## config.mk

```make
export PLATFORM = sky130hd
export DESIGN_NAME = pipeline_hazard_ctrl
export DESIGN_NICKNAME = d
export VERILOG_FILES = /design/src/rtl/pipeline_hazard_ctrl.sv
export SDC_FILE = /design/constraint.sdc
export NUM_CORES = 1
export LEC_CHECK = 0
export BUFFER_PORTS_ARGS = -buffer_cell sky130_fd_sc_hd__buf_4
export CAP_MARGIN = 10
export CORE_MARGIN = 2
export CORE_UTILIZATION = 45
export CTS_CLUSTER_SIZE = 40
export DETAILED_ROUTE_END_ITERATION = 6
export GPL_ROUTABILITY_DRIVEN = 1
export PLACE_DENSITY = 0.86
export SYNTH_ARGS = -nofsm -noshare
export SYNTH_HDL_FRONTEND = slang
export SYNTH_SLANG_ARGS = --single-unit
```

## constraint.sdc

```tcl
create_clock -name clk -period 3 [get_ports clk]
set_input_delay 0.15 -clock clk [delete_from_list [all_inputs] [get_ports clk]]
set_output_delay 0.15 -clock clk [all_outputs]
set_load 0.02 [all_outputs]
```

## src/rtl/pipeline_hazard_ctrl.sv

```systemverilog
// Pipeline hazard controller: PC / IF/ID / ID/EX hold and flush arbitration.
// Optional saturating perf counters are built when HAZ_PERF_CNT_EN is defined.
module pipeline_hazard_ctrl #(
   parameter int unsigned MEM_TIMEOUT = 16,
   parameter int unsigned CNT_W       = 32
) (
   input  logic             clk,
   input  logic             rst_n,
   input  logic             idex_memread,
   input  logic [4:0]       idex_rt,
   input  logic [4:0]       ifid_rs,
   input  logic [4:0]       ifid_rt,
   input  logic             ifid_uses_rt,
   input  logic             branch_taken,
   input  logic             jump,
   input  logic             dmem_req,
   input  logic             dmem_ready,
   output logic             pc_write,
   output logic             ifid_write,
   output logic             idex_write,
   output logic             ifid_flush,
   output logic             idex_flush,
   output logic             stall,
   output logic             mem_timeout,
   output logic [CNT_W-1:0] stall_cycles,
   output logic [CNT_W-1:0] flush_count
);

   typedef enum logic [1:0] {
      ST_RUN        = 2'd0,
      ST_LOAD_STALL = 2'd1,
      ST_MEM_WAIT   = 2'd2
   } state_t;

   localparam logic [7:0] TIMEOUT_CNT = 8'(MEM_TIMEOUT);

   state_t     state_q, state_d;
   logic [7:0] wait_cnt_q, wait_cnt_d;
   logic       mem_timeout_q, mem_timeout_d;

   logic       mem_busy;
   logic       rs_match;
   logic       rt_match;
   logic       load_use;
   logic       wait_expired;

   // Hazard detection terms; $zero as load target never forwards a value.
   always_comb begin
      mem_busy     = dmem_req & ~dmem_ready;
      rs_match     = (idex_rt == ifid_rs);
      rt_match     = ifid_uses_rt & (idex_rt == ifid_rt);
      load_use     = idex_memread & (idex_rt != 5'd0)
                   & (rs_match | rt_match);
      wait_expired = (wait_cnt_q == TIMEOUT_CNT);
   end

   // State, wait counter and sticky timeout flag.
   always_ff @(posedge clk) begin
      if (!rst_n) begin
         state_q       <= ST_RUN;
         wait_cnt_q    <= 8'd0;
         mem_timeout_q <= 1'b0;
      end else begin
         state_q       <= state_d;
         wait_cnt_q    <= wait_cnt_d;
         mem_timeout_q <= mem_timeout_d;
      end
   end

   // Next-state selection; RUN resolves memory stall, branch, load-use in order.
   always_comb begin
      state_d       = state_q;
      wait_cnt_d    = wait_cnt_q;
      mem_timeout_d = mem_timeout_q;
      unique case (state_q)
         ST_RUN: begin
            if (mem_busy) begin
               state_d    = ST_MEM_WAIT;
               wait_cnt_d = 8'd1;
            end else if (branch_taken) begin
               state_d = ST_RUN;
            end else if (load_use) begin
               state_d = ST_LOAD_STALL;
            end
         end
         ST_LOAD_STALL: begin
            state_d = ST_RUN;
         end
         ST_MEM_WAIT: begin
            if (dmem_ready) begin
               state_d    = ST_RUN;
               wait_cnt_d = 8'd0;
            end else if (wait_expired) begin
               state_d       = ST_RUN;
               wait_cnt_d    = 8'd0;
               mem_timeout_d = 1'b1;
            end else begin
               wait_cnt_d = wait_cnt_q + 8'd1;
            end
         end
         default: begin
            state_d    = ST_RUN;
            wait_cnt_d = 8'd0;
         end
      endcase
   end

   // Latch enables and flushes; reset holds every latch and bubbles both.
   always_comb begin
      pc_write   = 1'b1;
      ifid_write = 1'b1;
      idex_write = 1'b1;
      ifid_flush = 1'b0;
      idex_flush = 1'b0;
      if (!rst_n) begin
         pc_write   = 1'b0;
         ifid_write = 1'b0;
         idex_write = 1'b0;
         ifid_flush = 1'b1;
         idex_flush = 1'b1;
      end else begin
         unique case (state_q)
            ST_RUN: begin
               if (mem_busy) begin
                  pc_write   = 1'b0;
                  ifid_write = 1'b0;
                  idex_write = 1'b0;
               end else if (branch_taken) begin
                  ifid_flush = 1'b1;
                  idex_flush = 1'b1;
               end else if (load_use) begin
                  pc_write   = 1'b0;
                  ifid_write = 1'b0;
                  idex_flush = 1'b1;
               end else if (jump) begin
                  ifid_flush = 1'b1;
               end
            end
            ST_LOAD_STALL: begin
               if (branch_taken) begin
                  ifid_flush = 1'b1;
                  idex_flush = 1'b1;
               end
            end
            ST_MEM_WAIT: begin
               if (!dmem_ready) begin
                  if (wait_expired) begin
                     pc_write   = 1'b0;
                     ifid_flush = 1'b1;
                     idex_flush = 1'b1;
                  end else begin
                     pc_write   = 1'b0;
                     ifid_write = 1'b0;
                     idex_write = 1'b0;
                  end
               end
            end
            default: begin
               pc_write = 1'b1;
            end
         endcase
      end
   end

   assign stall       = ~(pc_write & ifid_write & idex_write);
   assign mem_timeout = mem_timeout_q;

`ifdef HAZ_PERF_CNT_EN
   logic [CNT_W-1:0] stall_cycles_q, stall_cycles_d;
   logic [CNT_W-1:0] flush_count_q, flush_count_d;

   // Saturating increments for stall cycles and flush events.
   always_comb begin
      stall_cycles_d = stall_cycles_q;
      flush_count_d  = flush_count_q;
      if (stall && (stall_cycles_q != '1)) begin
         stall_cycles_d = stall_cycles_q + CNT_W'(1);
      end
      if ((ifid_flush | idex_flush) && (flush_count_q != '1)) begin
         flush_count_d = flush_count_q + CNT_W'(1);
      end
   end

   // Counter registers; reset cycles are never counted.
   always_ff @(posedge clk) begin
      if (!rst_n) begin
         stall_cycles_q <= '0;
         flush_count_q  <= '0;
      end else begin
         stall_cycles_q <= stall_cycles_d;
         flush_count_q  <= flush_count_d;
      end
   end

   assign stall_cycles = stall_cycles_q;
   assign flush_count  = flush_count_q;
`else
   assign stall_cycles = '0;
   assign flush_count  = '0;
`endif

endmodule

```

==> metrics.md <==
| Metric | Value |
|---|---|
| IO Port Bufs | `29` |
| Worst-Margin Slew | `just over 0.5 ns` |
| Syn Inst Count | `166` |
| Final setup margin | `between 0.7 and 0.8 ns` |
| CP bufs+invs | `1` |
| Syn avg cell area | `between 8 and 9 sq um` |
| Clock skew | `roughly 0.011 ns` |
| Seq/Total Area, Yosys | `16.4%` |
| Crit Path Max Fanout | `15` |
| Status | `finished with violations` |
| Setup crit start kind | `register` |
| Predominant post-synthesis flop cell | `dfxtp_1` |
| CORE AREA | `between 2000 and 3000 sq um` |
| Pwr/cell area | `321 nW/um^2` |
| CTS Buf Count | `3` |
| Final GP Congestion | `around 0.80` |
| GR Util All Layers | `between 10% and 20%` |
| FF+latch area | `between 200 and 250 sq um` |
| Synth warnings | `0` |
| Initial antenna violation count | `0` |
| CTS clk-pin slew, worst paths | `approximately 0.080 ns` |
| Max-Cap Viols | `0` |
| Netlist cell types | `45` |
| CTS tree | `yes` |
| Endpoints failing setup | `0` |
| Fmax achieved | `roughly 450 MHz` |
| Post-synth EDFFs | `0` |
| First-pass GRT wire length | `around 3300 um` |
| Flops & latches, synth | `11` |
| Worst VDD drop | `between 0.15 and 0.2 mV` |
| Element type at the critical path end | `output pin` |
| Crit path time final | `around 2.2 ns` |
| Max Root-Sink Buffers | `2` |
| Worst Path Required | `between 2 and 3 ns` |
| Post-route ant nets | `0` |
| Violated checks | `DRC` |
| Cell taking the most area after synthesis | `buf_4` |
| Detailed Route WL | `roughly 2200 um` |
| Htree depth | `1` |
| Multi-input gate area | `about 840 sq um` |
| Initial DRT Pass Iterations | `6` |
| Crit path DAT | `~2.1 ns` |
| Unrepaired setup endpoints after global routing | `false` |
| Post-Syn Area | `about 1300 sq um` |
| Wire per inst | `9.83 um` |
| Die width | `58.6 um` |
| Die area | `between 3000 and 4000 sq um` |
| Fill cell count | `~280` |
| Post-synthesis async set-or-reset flop share | `0%` |
| Area Growth Syn to Fin | `1.77%` |
| Initial Util | `between 40% and 50%` |
| Fin. max-slew vios | `0` |
| GRT Max-Usage Layer | `met2` |
| Largest net degree at the start of global routing | `16` |
| Pleak | `between 0.6 and 0.7 nW` |
| CTS sink count | `11` |
| Vias | `~1000` |
| N_diodes | `0` |
| Number of nets in the layout | `between 200 and 250` |
| Hold_ws | `between 0.09 and 0.1 ns` |
| Slew HR | `66.3%` |
| Worst path max stage delay | `approximately 0.63 ns` |
| Worst R2R Setup Slack | `approximately 1.4 ns` |
| Root Buffer Master | `clkbuf_4` |
| M2 GR Usage | `18.3%` |
| Met1 Use GR | `16.2%` |
| FP Rows | `19` |
| Worst hold-check path type | `input pin to register` |
| Period Utilization, post-route | `between 70% and 80%` |
| Critical path's top delay family | `flip-flops` |
| DRC | `5` |
| Top-count cell post-synth | `buf_4` |
| Layout cells sized above 1 | `between 20 and 25%` |
| Top cells by area, synth | `buf_4 36%, dfxtp_1 16%, xnor2_1 6.5%` |
| Worst skew pair latency | `0.28 ns` |
| Final hold viol count | `0` |
| I/O pin total | `94` |
| Number of post-CTS setup repair buffers | `0` |
| Via density | `4.36` |
| PostCTS Resize Cnt | `0` |
| Dpl ws | `approximately 1.1 ns` |
| Total Neg Setup Slack | `0 ns` |
| Met3 usage | `under 10%` |
| Final HPWL DP | `~1800 um` |
| Top cells by count, synth | `65 x buf_4, 12 x nor2_1, 11 x dfxtp_1` |
| Die span in y | `slightly below 60 um` |
| GR Overflow Total | `0` |
| Post-synth top area share | `between 30 and 40%` |
| Slowest CP cell | `dfxtp_1` |
| Crit path cell chain | `or3b_4 > o311ai_2 > nor3_1 > a21oi_1 > buf_4` |
| Setup Crit Path Kind | `register to output pin` |
| Vias in the first global route | `721` |
| Hold_buf cts | `0` |
| Number of DRC markers in iteration 0 | `21` |
registers in the layout, indices dropped and copies added (netlist names):
name         count
wait_cnt_q       8
mem_timeout      1
state_q          2
cell type report:
class | count | share of cell area (%)
multi-input combinational | 144 | 61.2
timing repair buffer | 29 | 15.9
tap | 31 | 2.84
clock buffer | 4 | 1.92
sequential | 11 | 16.1
inverter | 7 | 1.92
metrics by stage:
stage / area, sq um / total power, mW / utilization [%] / cells
floorplan: 1580 / 0.351 / - / 229
global placement: 1340 / 0.332 / 47.7 / 222
detailed placement: 1340 / 0.334 / 47.7 / 222
CTS: 1370 / 0.437 / 48.7 / 226
global route: 1370 / 0.464 / 48.7 / 226
finish: 1370 / 0.438 / 48.7 / 226
cells in the final DEF (no fill, tap or decap), types with 2 or more instances in the layout:
cell | Yosys | layout
xor2_1 | 6 | 6
o2111ai_1 | 2 | 2
ha_1 | 2 | 2
nor2b_1 | 2 | 2
buf_4 | 65 | 29
a21oi_1 | 6 | 6
xnor2_1 | 10 | 10
inv_1 | 7 | 7
nor3_1 | 2 | 2
dfxtp_1 | 11 | 11
nor2_1 | 12 | 12
conb_1 | 1 | 64
nand2_1 | 3 | 3
clkbuf_4 | 0 | 3
and2_1 | 3 | 3
o211ai_1 | 3 | 3
final timing paths:
path,from,end,cells past startpoint
max,state_q[1],ifid_flush,5
min,branch_taken,state_q[0],2
min reg2reg,mem_timeout,mem_timeout,2
max reg2reg,state_q[1],wait_cnt_q[7],4
layer usage:
metal | wire length [um] | up-vias
met2 | 1050 | 62
li1 | - | 487
met5 | 0 | -
met3 | 271 | 2
met4 | 16 | 0
met1 | 883 | 434
power by group:
group          internal (mW)  switching (mW)
combinational         0.0560           0.123
clock                 0.0516          0.0537
sequential             0.148         0.00574
logic make-up after synthesis:
kind of cell,after synthesis,synth area share (%)
AOI/OAI and AO/OA,27,16.5
other,1,0.280
and+or+nand+nor,35,15.6
adders and majority gates,2,1.87
buffers and inverters,74,38.9
xor gates and xnor gates,16,10.4
DFF,11,16.4
Note: power is estimated with default switching activity, not from simulation.
